## config.mk

```make
export PLATFORM = sky130hd
export DESIGN_NAME = difftest_log_event_flat
export DESIGN_NICKNAME = d
export VERILOG_FILES = /design/src/rtl/difftest_log_event_if.sv /design/src/rtl/difftest_log_event.sv /design/src/flat_wrapper.sv
export SDC_FILE = /design/constraint.sdc
export NUM_CORES = 1
export LEC_CHECK = 0
export BUFFER_PORTS_ARGS = -buffer_cell sky130_fd_sc_hd__buf_4
export CAP_MARGIN = 20
export CORE_ASPECT_RATIO = 1.4
export CORE_MARGIN = 5
export CORE_UTILIZATION = 55
export CTS_CLUSTER_DIAMETER = 120
export DETAILED_ROUTE_END_ITERATION = 8
export PLACE_DENSITY_LB_ADDON = 0.25
export SLEW_MARGIN = 20
export SYNTH_ARGS = -nofsm -noshare
export SYNTH_HDL_FRONTEND = slang
export SYNTH_SLANG_ARGS = --single-unit
```

## constraint.sdc

```tcl
create_clock -name clk -period 5.05 [get_ports clk]
set_input_delay 0.505 -clock clk [delete_from_list [all_inputs] [get_ports clk]]
set_output_delay 0.505 -clock clk [all_outputs]
set_load 0.01 [all_outputs]
```

## src/rtl/difftest_log_event_if.sv

```systemverilog
// Snapshot record port between a perf-event observer and the difftest/log consumer.
// Latency: none, wires only.
// Backpressure: the producer holds dump_valid and the payload until the consumer asserts dump_ready.
// Signals: dump_valid, dump_core, dump_total, dump_cycle (producer to consumer); dump_ready (consumer to producer).
interface difftest_log_event_if #(
    parameter int CORE_W = 8,
    parameter int TS_W   = 64
);
    logic              dump_valid;
    logic              dump_ready;
    logic [CORE_W-1:0] dump_core;
    logic [TS_W-1:0]   dump_total;
    logic [TS_W-1:0]   dump_cycle;

    modport master (
        output dump_valid,
        output dump_core,
        output dump_total,
        output dump_cycle,
        input  dump_ready
    );

    modport slave (
        input  dump_valid,
        input  dump_core,
        input  dump_total,
        input  dump_cycle,
        output dump_ready
    );
endinterface

```

## src/rtl/difftest_log_event.sv

```systemverilog
// Per-event perf-counter observer: timestamps a free-running counter and extracts per-cycle deltas,
// wraps and a saturating total. It emits snapshot records on request or periodically.
// Latency: delta/total/wrap_count follow the counter by 1 cycle; a record is valid 1 cycle after its trigger.
// Backpressure: a record is held until dump_ready; triggers while a record is stalled are dropped.
// Ports: clk, rst (async active-low), core_id, counter, dump_req in;
//        cycle, delta_valid, delta, total, wrap_count out; dump (record port, master side).
// Optional: define LOG_EVENT_DISPLAY_EN to print every accepted record in simulation.
module difftest_log_event #(
    parameter string NAME          = "event",
    parameter int    CNT_W         = 32,
    parameter int    CORE_W        = 8,
    parameter int    TS_W          = 64,
    parameter int    DUMP_INTERVAL = 0
) (
    input  logic                 clk,
    input  logic                 rst,
    input  logic [CORE_W-1:0]    core_id,
    input  logic [CNT_W-1:0]     counter,
    input  logic                 dump_req,
    output logic [TS_W-1:0]      cycle,
    output logic                 delta_valid,
    output logic [CNT_W-1:0]     delta,
    output logic [TS_W-1:0]      total,
    output logic [15:0]          wrap_count,
    difftest_log_event_if.master dump
);

    logic [CNT_W-1:0] prev;
    logic [CNT_W-1:0] diff;
    logic             changed;
    logic             wrapped;
    logic [TS_W:0]    total_sum;
    logic             tick;
    logic             trigger;
    logic             load;

    // Modular difference gives the true increment across a single counter wrap.
    assign diff      = counter - prev;
    assign changed   = (counter != prev);
    assign wrapped   = (counter < prev);
    // One extra bit catches the carry so the total saturates instead of wrapping.
    assign total_sum = {1'b0, total} + {{(TS_W + 1 - CNT_W){1'b0}}, diff};

    always_ff @(posedge clk or negedge rst) begin
        if (!rst) begin
            cycle       <= '0;
            prev        <= '0;
            delta_valid <= 1'b0;
            delta       <= '0;
            total       <= '0;
            wrap_count  <= '0;
        end else begin
            cycle       <= cycle + TS_W'(1);
            prev        <= counter;
            delta_valid <= changed;
            delta       <= changed ? diff : '0;
            total       <= total_sum[TS_W] ? '1 : total_sum[TS_W-1:0];
            if (wrapped && (wrap_count != 16'hFFFF)) begin
                wrap_count <= wrap_count + 16'd1;
            end
        end
    end

    generate
        if (DUMP_INTERVAL != 0) begin : g_timer
            localparam int TMR_W = (DUMP_INTERVAL > 1) ? $clog2(DUMP_INTERVAL) : 1;
            localparam logic [TMR_W-1:0] TMR_LAST = TMR_W'(DUMP_INTERVAL - 1);
            logic [TMR_W-1:0] timer;

            always_ff @(posedge clk or negedge rst) begin
                if (!rst) begin
                    timer <= '0;
                end else if (timer == TMR_LAST) begin
                    timer <= '0;
                end else begin
                    timer <= timer + TMR_W'(1);
                end
            end

            assign tick = (timer == TMR_LAST);
        end else begin : g_no_timer
            assign tick = 1'b0;
        end
    endgenerate

    assign trigger = dump_req | tick;
    // A new snapshot may enter only when the record slot is empty or is being drained this cycle.
    assign load    = trigger & (~dump.dump_valid | dump.dump_ready);

    always_ff @(posedge clk or negedge rst) begin
        if (!rst) begin
            dump.dump_valid <= 1'b0;
            dump.dump_core  <= '0;
            dump.dump_total <= '0;
            dump.dump_cycle <= '0;
        end else if (load) begin
            dump.dump_valid <= 1'b1;
            dump.dump_core  <= core_id;
            dump.dump_total <= total;
            dump.dump_cycle <= cycle;
        end else if (dump.dump_valid && dump.dump_ready) begin
            dump.dump_valid <= 1'b0;
        end
    end

`ifdef LOG_EVENT_DISPLAY_EN
    always @(posedge clk) begin
        if (rst && dump.dump_valid && dump.dump_ready) begin
            $display("[%16d] %s core %0d count %0d",
                     dump.dump_cycle, NAME, dump.dump_core, dump.dump_total);
        end
    end
`endif

endmodule

```

## src/flat_wrapper.sv

```systemverilog
// flat-port wrapper written by rule: the top's interface ports become plain ports
module difftest_log_event_flat 
#(
    parameter string NAME          = "     ",
    parameter int    CNT_W         = 32,
    parameter int    CORE_W        = 8,
    parameter int    TS_W          = 64,
    parameter int    DUMP_INTERVAL = 0
)
  (clk, rst, core_id, counter, dump_req, cycle, delta_valid, delta, total, wrap_count, dump_dump_valid, dump_dump_core, dump_dump_total, dump_dump_cycle, dump_dump_ready);
  difftest_log_event_if #(.CORE_W(CORE_W), .TS_W(TS_W)) dump_i ();
  input  logic clk;
  input  logic rst;
  input  logic [CORE_W-1:0] core_id;
  input  logic [CNT_W-1:0] counter;
  input  logic dump_req;
  output logic [TS_W-1:0] cycle;
  output logic delta_valid;
  output logic [CNT_W-1:0] delta;
  output logic [TS_W-1:0] total;
  output logic [15:0] wrap_count;
  output wire logic [$bits(dump_i.dump_valid)-1:0] dump_dump_valid;
  output wire logic [$bits(dump_i.dump_core)-1:0] dump_dump_core;
  output wire logic [$bits(dump_i.dump_total)-1:0] dump_dump_total;
  output wire logic [$bits(dump_i.dump_cycle)-1:0] dump_dump_cycle;
  input wire logic [$bits(dump_i.dump_ready)-1:0] dump_dump_ready;
  assign dump_dump_valid = dump_i.dump_valid;
  assign dump_dump_core = dump_i.dump_core;
  assign dump_dump_total = dump_i.dump_total;
  assign dump_dump_cycle = dump_i.dump_cycle;
  assign dump_i.dump_ready = dump_dump_ready;
  difftest_log_event #(.NAME(NAME), .CNT_W(CNT_W), .CORE_W(CORE_W), .TS_W(TS_W), .DUMP_INTERVAL(DUMP_INTERVAL)) u_core (.clk(clk), .rst(rst), .core_id(core_id), .counter(counter), .dump_req(dump_req), .cycle(cycle), .delta_valid(delta_valid), .delta(delta), .total(total), .wrap_count(wrap_count), .dump(dump_i));
endmodule
```

==> impl_metrics.tcl <==
set metrics [dict create \
    pin_count_of_the_biggest_net_entering_global_routing 123 \
    async_reset_ff_share_pct 100.0 \
    layout.filler_cells 2247 \
    yosys.cell_count.top_type "dfrtp_1" \
    syn_avg_cell_area_um2 11.00 \
    drt-pass1-iter-count 5 \
    cts-root-to-sink-buffers 3 \
    drc 0 \
    critical_path.startpoint_type "flip-flop" \
    timing.final.hold_violations 0 \
    chipHeight_um 215.4 \
    cp_data_required_time_ns 5.46 \
    place_hpwl_um 34110 \
    fp.coreArea_um2 29840 \
    holdCritPathClass "in -> async" \
    final_net_count 2014 \
    first_global_vias 13750 \
    crit_type "reg -> reg" \
    drt-wirelength-per-cell_um 19.49 \
    gp_congestion 0.8875 \
    outcome "finished clean" \
    clock_sinks 346 \
    synth_top_area_share_pct 52.23 \
    instances_no_fill 2310 \
    synthFlopType "dfrtp_1" \
    source_to_sink_clock_delay_at_the_later_pin_of_the_worst_skew_pair_ns 0.54 \
    ctsHtreeMaxLevel 2 \
    cp_data_arrival_time_ns 5.22 \
    die_area_um2 33760 \
    final_min_period_over_clock_period_pct 95.30 \
    synthesis.instances 1507 \
    dieWidth_um 156.7 \
    maxCapViolations 0 \
    crit_path_max_fanout 15 \
    post_synth_num_cell_types 65 \
    cts_made_buffers 35 \
    synth.largest_area_cell "dfrtp_1" \
    yosys_warnings 0 \
    tightest_slew_ns 1.073 \
    period_minus_slack_ns 4.813 \
    vdd_ir_drop_max_mv 0.5059 \
    number_of_top_level_pins 358 \
    commonest_cells_in_the_netlist "dfrtp_1, nand2_1, mux2_2" \
    syn_nets 1621 \
    antenna_violating_nets_post_route 0 \
    first_pass_grt_wire_length_um 72490 \
    cts.reportedPaths.clkPinSlew_ns 0.06 \
    power_density_nw_per_um2 470.8 \
    final_layout_size_suffix_gt1_share_pct 32.43 \
    overflow_after_grt 0 \
    finalWirelength_um 45030 \
    clockRootBuffer "clkbuf_16" \
    drv_slew 0 \
    postSynthRegisterBits 346 \
    vias 12840 \
    power.static_leakage_nw 10.52 \
    vias_per_cell 5.560 \
    synth_edf_count 0 \
    fin_worst_skew_ns 0.01775 \
    post_synth_instance_area_um2 16580 \
    place.detailed.instances 2248 \
    floorplan.initialDensity_pct 55.55 \
    fmaxAchievable_ghz 0.2078 \
    synthTopCellsByArea "dfrtp_1, mux2_2, xnor2_1" \
    layout-area-overhead-vs-synth_pct 27.90 \
    critical_path.endpoint_type "flip-flop" \
    drt-initial-drc-count 626 \
    std_cell_rows 75 \
    sequential_to_total_area_share_from_yosys_stat_pct 52.23 \
    tns_ns 0 \
    cts_setup_buffers 0 \
    placement.io_buffers 357 \
    cts_tree "built" \
    rsz0062_at_grt "false" \
    grt_antenna_before_repair 1 \
    maxSlewHeadroom_pct 28.45 \
    grt_use_total_pct 26.59 \
    setup-violations-final 0 \
]
kinds of logic (layout without fill, tap and decap cells):
kind of cell / Yosys count / count (layout) / share of synthesized area [%]
AOI/OAI and AO/OA: 220 / 220 / 8.167
xor gates and xnor gates: 148 / 148 / 7.819
adders and majority gates: 70 / 70 / 5.374
buffers and inverters: 107 / 524 / 2.468
DFF: 346 / 346 / 52.23
muxes: 138 / 138 / 9.344
other: 0 / 1 / 0
and+or+nand+nor: 478 / 478 / 14.60
per-stage QoR:
step | hold WS (ns) | total power [mW] | area (µm²) | worst slack (ns) | util, %
finish | 0.02979 | 9.981 | 21200 | 0.2374 | 71.05
global route | 0.07205 | 10.58 | 21200 | 0.01607 | 71.05
CTS | 0.07332 | 10.02 | 21140 | 0.005068 | 70.83
detailed placement | 0.4907 | 7.421 | 20000 | -0.1633 | 67.03
global placement | 0.4633 | 7.375 | 20000 | -0.04153 | 67.03
floorplan | 0.2094 | 5.809 | 16580 | 0.3348 | -
timing repair:
item                                    in CTS  in global routing
resized for setup                            0                 11
endpoints found under the setup margin       0                 63
hold buffers                                 0                  0
cell usage in the layout (no fill, tap or decap), types with 14 or more instances in the layout:
| cell type | Yosys | layout |
|---|---|---|
| mux2_2 | 134 | 134 |
| a21o_1 | 18 | 18 |
| and2_1 | 36 | 36 |
| nand3_1 | 61 | 61 |
| nor4_1 | 16 | 14 |
| nor2_1 | 65 | 65 |
| inv_1 | 57 | 57 |
| nand4_1 | 34 | 34 |
| nor3_1 | 20 | 20 |
| nand2_1 | 154 | 153 |
| clkbuf_16 | 0 | 35 |
| xor2_1 | 42 | 42 |
| a21oi_1 | 69 | 68 |
| ha_1 | 68 | 67 |
| and3_1 | 31 | 31 |
| buf_4 | 1 | 399 |
| dfrtp_1 | 346 | 346 |
| o21ai_0 | 61 | 61 |
| xnor2_1 | 106 | 106 |
power breakdown:
part / switching, mW / total, mW / internal [mW]
clock network: 1.09 / 2.56 / 1.48
registers: 0.390 / 3.61 / 3.22
logic: 2.03 / 3.81 / 1.78
total: 3.50 / 9.98 / 6.48
layout make-up:
type | count | area, µm² | share of cell area (%)
antenna | 1 | 2.502 | 0.01180
clock buffer | 48 | 1025 | 4.833
clock inverter | 13 | 108.9 | 0.5134
inverter | 57 | 214.0 | 1.009
multi-input combinational | 1054 | 7581 | 35.76
sequential | 346 | 8658 | 40.84
tap | 385 | 481.7 | 2.272
timing repair buffer | 406 | 3131 | 14.77
worst max-delay path, stage by stage (launching register included):
cell and delay (ns):
dfrtp_1 0.38, ha_1 0.21, fa_1 0.40, nand2b_1 0.16, a21oi_1 0.29, a211oi_2 0.19
a21o_1 0.26, a21oi_1 0.26, a21o_1 0.18, a21oi_1 0.09, xnor2_1 0.25, ha_1 0.30
buf_4 0.17, a21oi_1 0.13, o21ai_0 0.09, a31oi_1 0.27, o22a_1 0.19, o311a_1 0.22
buf_12 0.16, nor2b_1 0.07, nand3_1 0.09, mux2_2 0.33
path summary, 6_finish.rpt:
check / startpoint / end / slack (ns) / depth (start not counted)
hold / removal: rst / u_core.dump.dump_core[0] / 0.03 / 1
min in group clk: counter[23] / u_core.prev[23] / 0.09 / 1
max in group asynchronous: rst / u_core.dump.dump_total[33] / 3.86 / 2
setup reg to reg: u_core.prev[0] / u_core.total[45] / 0.24 / 21
hold reg to reg: u_core.dump.dump_cycle[0] / u_core.dump.dump_cycle[0] / 0.49 / 2
setup / recovery: u_core.prev[0] / u_core.total[45] / 0.24 / 21
registers in the layout, summed over array words and instances, names as in the netlist:
signal                  count
u_core.dump.dump_core       8
u_core.prev                32
u_core.dump.dump_valid      1
u_core.delta               32
u_core.delta_valid          1
u_core.cycle               64
u_core.dump.dump_total     64
u_core.wrap_count          16
u_core.dump.dump_cycle     64
u_core.total               64
metal layers:
metal	wire [µm]	global-route usage [%]	vias up	share of wire [%]
met1	16700	31.02	6296	37
met4	1759	10.04	0	3.9
met2	24030	48.19	378	53
met5	0	0	-	0
li1	-	-	6066	-
met3	2529	4.790	104	5.6
No activity file was read; power rests on OpenSTA's default activity.
